### config.mk
export PLATFORM = sky130hd
export DESIGN_NAME = midi_square_voice
export DESIGN_NICKNAME = d
export VERILOG_FILES = /design/src/rtl/midi_square_voice.sv
export SDC_FILE = /design/constraint.sdc
export NUM_CORES = 1
export LEC_CHECK = 0
export CAP_MARGIN = 40
export CORE_ASPECT_RATIO = 0.8
export CORE_MARGIN = 2
export CORE_UTILIZATION = 40
export CTS_BUF_LIST = sky130_fd_sc_hd__clkbuf_4
export CTS_CLUSTER_DIAMETER = 80
export DETAILED_ROUTE_END_ITERATION = 6
export SETUP_SLACK_MARGIN = 0.02
export SLEW_MARGIN = 20
export SYNTH_ARGS = -nofsm -noshare
export SYNTH_HDL_FRONTEND = slang
export SYNTH_SLANG_ARGS = --single-unit
### constraint.sdc
create_clock -name clk -period 9.3 [get_ports clk]
set_clock_uncertainty 0.2 [all_clocks]
set_input_delay 1.86 -clock clk [delete_from_list [all_inputs] [get_ports clk]]
set_output_delay 1.86 -clock clk [all_outputs]
set_load 0.01 [all_outputs]
### src/rtl/midi_square_voice.sv
// rtl/midi_square_voice.sv - single-voice square-wave tone generator with linear attack/release envelope
module midi_square_voice #(
  parameter int CLOCK_FREQ   = 100000000,
  parameter int SAMPLE_RATE  = 48000,
  parameter int ATTACK_STEP  = 4,
  parameter int RELEASE_STEP = 2
) (
  input  logic       clk,
  input  logic       rst_n,
  input  logic       start,
  input  logic       note_on,
  input  logic [9:0] delay,
  input  logic [7:0] velocity,
  output logic [7:0] sample_out,
  output logic       sample_valid,
  output logic       busy
);

  localparam int TICK_DIV = CLOCK_FREQ / SAMPLE_RATE;
  localparam int CW = (TICK_DIV > 1) ? $clog2(TICK_DIV) : 1;
  localparam logic [CW-1:0] TICK_LAST = CW'(TICK_DIV - 1);
  localparam logic [6:0] ATK = 7'(ATTACK_STEP);
  localparam logic [6:0] REL = 7'(RELEASE_STEP);

  typedef enum logic [1:0] {IDLE, ATTACK, SUSTAIN, RELEASE} state_t;

  state_t        state, state_nx;
  logic [6:0]    amp, amp_nx;
  logic [6:0]    target, target_nx;
  logic [9:0]    period, period_nx;
  logic [9:0]    phase_cnt, phase_nx;
  logic          polarity, polarity_nx;
  logic [CW-1:0] presc;
  logic          tick;
  logic          tick_d;
  logic          note_start;
  logic          note_stop;
  logic [6:0]    attack_amp;
  logic          unused_vel_msb;

  // Only the 7-bit MIDI velocity range is meaningful.
  assign unused_vel_msb = velocity[7];

  assign tick       = (presc == TICK_LAST);
  assign note_start = start && note_on && (delay != 10'd0);
  assign note_stop  = start && !note_start;
  assign busy       = (state != IDLE);

  // Free-running sample-rate prescaler, independent of voice state.
  always_ff @(posedge clk or negedge rst_n) begin
    if (!rst_n) begin
      presc <= '0;
    end else if (tick) begin
      presc <= '0;
    end else begin
      presc <= presc + 1'b1;
    end
  end

  // Attack moves amp toward target in either direction, clamping at target.
  always_comb begin
    attack_amp = target;
    if (amp < target) begin
      if ((target - amp) > ATK) attack_amp = amp + ATK;
    end else if (amp > target) begin
      if ((amp - target) > ATK) attack_amp = amp - ATK;
    end
  end

  // Next-state: note events win over the tick; otherwise step phase and envelope on tick.
  always_comb begin
    state_nx    = state;
    amp_nx      = amp;
    target_nx   = target;
    period_nx   = period;
    phase_nx    = phase_cnt;
    polarity_nx = polarity;
    if (note_start) begin
      period_nx   = delay;
      target_nx   = velocity[6:0];
      phase_nx    = 10'd0;
      polarity_nx = 1'b1;
      state_nx    = ATTACK;
    end else if (note_stop) begin
      if (state == ATTACK || state == SUSTAIN) state_nx = RELEASE;
    end else if (tick && state != IDLE) begin
      if (phase_cnt == period - 10'd1) begin
        phase_nx    = 10'd0;
        polarity_nx = !polarity;
      end else begin
        phase_nx = phase_cnt + 10'd1;
      end
      case (state)
        ATTACK: begin
          amp_nx = attack_amp;
          if (attack_amp == target) state_nx = SUSTAIN;
        end
        RELEASE: begin
          if (amp > REL) begin
            amp_nx = amp - REL;
          end else begin
            amp_nx   = 7'd0;
            state_nx = IDLE;
          end
        end
        default: begin
          amp_nx = amp;
        end
      endcase
    end
  end

  // Voice state registers.
  always_ff @(posedge clk or negedge rst_n) begin
    if (!rst_n) begin
      state     <= IDLE;
      amp       <= 7'd0;
      target    <= 7'd0;
      period    <= 10'd0;
      phase_cnt <= 10'd0;
      polarity  <= 1'b0;
    end else begin
      state     <= state_nx;
      amp       <= amp_nx;
      target    <= target_nx;
      period    <= period_nx;
      phase_cnt <= phase_nx;
      polarity  <= polarity_nx;
    end
  end

  // Sample output one cycle after the tick update, from the updated registers.
  always_ff @(posedge clk or negedge rst_n) begin
    if (!rst_n) begin
      tick_d       <= 1'b0;
      sample_valid <= 1'b0;
      sample_out   <= 8'd128;
    end else begin
      tick_d       <= tick;
      sample_valid <= tick_d;
      if (tick_d) begin
        if (state == IDLE) begin
          sample_out <= 8'd128;
        end else if (polarity) begin
          sample_out <= 8'd128 + {1'b0, amp};
        end else begin
          sample_out <= 8'd128 - {1'b0, amp};
        end
      end
    end
  end

endmodule

==> results.json <==
{
  "worst-setup-path-type": "register to primary output",
  "maxSlewHeadroom": 0.510,
  "synthFlopType": "dfrtp_1",
  "row_count": 33,
  "synth_top_area_share": 0.341,
  "clkSlewWorstSetupHoldPaths_ps": 120,
  "grt_pass1_vias": 3442,
  "cts_tree": "yes",
  "peakVddDrop_uv": 69.0,
  "grt_max_degree": 60,
  "gp_congestion": 0.873,
  "grt_setup_unrepaired": "no",
  "cts_hold_buffers": 0,
  "drtIter0Drc": 268,
  "nNetsFinal": 568,
  "path_max_fanout": 5,
  "post_cts_resized": 0,
  "synthTopCellsByArea": "dfrtp_1, ha_1, xnor2_1",
  "finalWirelength_um": 10300,
  "core_um2": 10300,
  "grt_overflow": 0,
  "detail_route.wl_per_cell_um": 15.5,
  "drive_above_1_share": 0.0840,
  "die_area_um2": 11500,
  "port_buffers": 30,
  "antenna_found_initial": 0,
  "yosys_register_bits": 59,
  "setup_viol": 0,
  "hpwl_um": 7610,
  "hold_path.class": "register to register",
  "clock_path_buffers": 2,
  "min_period_ps": 3970,
  "fmax_mhz": 252,
  "final.period_utilization": 0.427,
  "worst_pin_slew_ps": 733,
  "max_cap_viol_count": 0,
  "ys_types": 67,
  "yosysMostFrequentCell": "dfrtp_1",
  "async_flop_share": 1.00,
  "ys_seq_area_frac": 0.347,
  "netlist_instances": 494,
  "crit_path_start_kind": "register",
  "synth-edff-count": 0,
  "power_leakage_uw": 0.00204,
  "die_w_um": 119,
  "first_pass_iters": 5,
  "cts_made_buffers": 9,
  "num-fill-cells": 1016,
  "die_y_um": 96.3,
  "clkSinkCount": 59,
  "synth_largest_area_cell": "dfrtp_1",
  "required_ps": 7240,
  "power_density_nw_per_um2": 133,
  "cp.arrival_ps": 1910,
  "status": "finished clean",
  "syn_nets": 543,
  "drv_slew": 0,
  "insertion_delay_ps": 440,
  "synth.avg_cell_area_um2": 8.62,
  "synthTopCellsByCount": "dfrtp_1, nand2_1, inv_1",
  "netlist_area_um2": 4260,
  "ys_warn_count": 0,
  "grt_pass1_wl_um": 17500,
  "drc": 0,
  "post_cts_buffers": 0,
  "hold_violations": 0,
  "total_power_uw": 648,
  "crit_path_end_kind": "primary output",
  "vias_per_cell": 5.50,
  "grt_usage": 0.193,
  "h-tree-depth": 3,
  "cts_root_buffer": "clkbuf_4",
  "io_pins": 32,
  "tns_ps": 0,
  "dr_total_vias": 3650,
  "area_delta_synth_final_pct": 14.2,
  "holdWs_ps": 306,
  "antennaDiodeCount": 0,
  "initial_core_util": 0.413,
  "drtAntennaViolNets": 0
}
## critical path, cell delays in order, from the launching register on
cell and delay (ps):
dfrtp_1 420, inv_1 70, ha_1 260, inv_1 160, clkdlybuf4s50_1 570
## registers in the layout (all words and copies together) (netlist names)
signal,count
period,10
target,7
amp,7
state,2
tick_d,1
sample_out,8
presc,12
sample_valid,1
phase_cnt,10
polarity,1
## cells by family after synthesis
| logic type | synth area share |
|---|---|
| DFF | 0.347 |
| xor gates and xnor gates | 0.0925 |
| adders and majority gates | 0.0811 |
| AOI/OAI and AO/OA | 0.197 |
| buffers and inverters | 0.0585 |
| and+or+nand+nor | 0.191 |
| muxes | 0.0332 |
## cell type report
type / instances / area (um^2) / share of cell area
timing repair buffer: 35 / 348 / 0.0715
clock inverter: 7 / 101 / 0.0208
inverter: 43 / 161 / 0.0332
multi-input combinational: 371 / 2530 / 0.521
clock buffer: 9 / 67.6 / 0.0139
tap: 140 / 175 / 0.0360
sequential: 59 / 1480 / 0.304
## where the power goes
part,internal [uW],switching (uW)
clock,110,111
sequential,269,18.7
combinational,61.0,78.3
total,440,208
## path summary, 6_finish.rpt
kind	depth (start not counted)	slack [ps]	to	start
worst max-delay path	4	5330	busy	state[0]
worst min-delay path	2	310	sample_out[7]	sample_out[7]
worst max register to register	9	5350	state[1]	amp[2]
worst min register to register	2	310	sample_out[7]	sample_out[7]
max in group asynchronous	3	7280	sample_out[7]	rst_n
min in group asynchronous	2	1100	amp[4]	rst_n
## metal layers
| metal | vias to the layer above | track usage | wire length, um |
|---|---|---|---|
| li1 | 1805 | - | - |
| met1 | 1764 | 0.278 | 5460 |
| met2 | 68 | 0.292 | 4360 |
| met3 | 13 | 0.0373 | 366 |
| met4 | 0 | 0.0588 | 131 |
| met5 | - | 0 | 0 |
## metrics by stage
stage               std cells  utilization  instance area (um^2)  worst slack (ps)
floorplan                 494            -                  4260              5770
global placement          645        0.451                  4660              5020
detailed placement        646        0.452                  4660              5010
CTS                       662        0.468                  4830              5300
global route              664        0.471                  4860              5120
finish                    664        0.471                  4860              5330
## cells in the final DEF (no fill, tap or decap), types with 4 or more instances in the layout
master and count:
a31oi_1 4, nor2b_1 5, nor4_1 10, clkbuf_4 9, xnor2_1 31, nor3_1 8
xor2_1 14, or2_2 4, clkdlybuf4s50_1 29, nand3_1 24, o21ai_0 27, ha_1 26
a21oi_1 28, mux2i_1 4, o31ai_1 5, nor2_1 32, or3_1 6, o22ai_1 9
or4_1 4, nor3b_1 6, o21a_1 6, mux2_2 9, dfrtp_1 58, inv_1 43
nand2_1 46
Power figures use the tool's default switching activity.
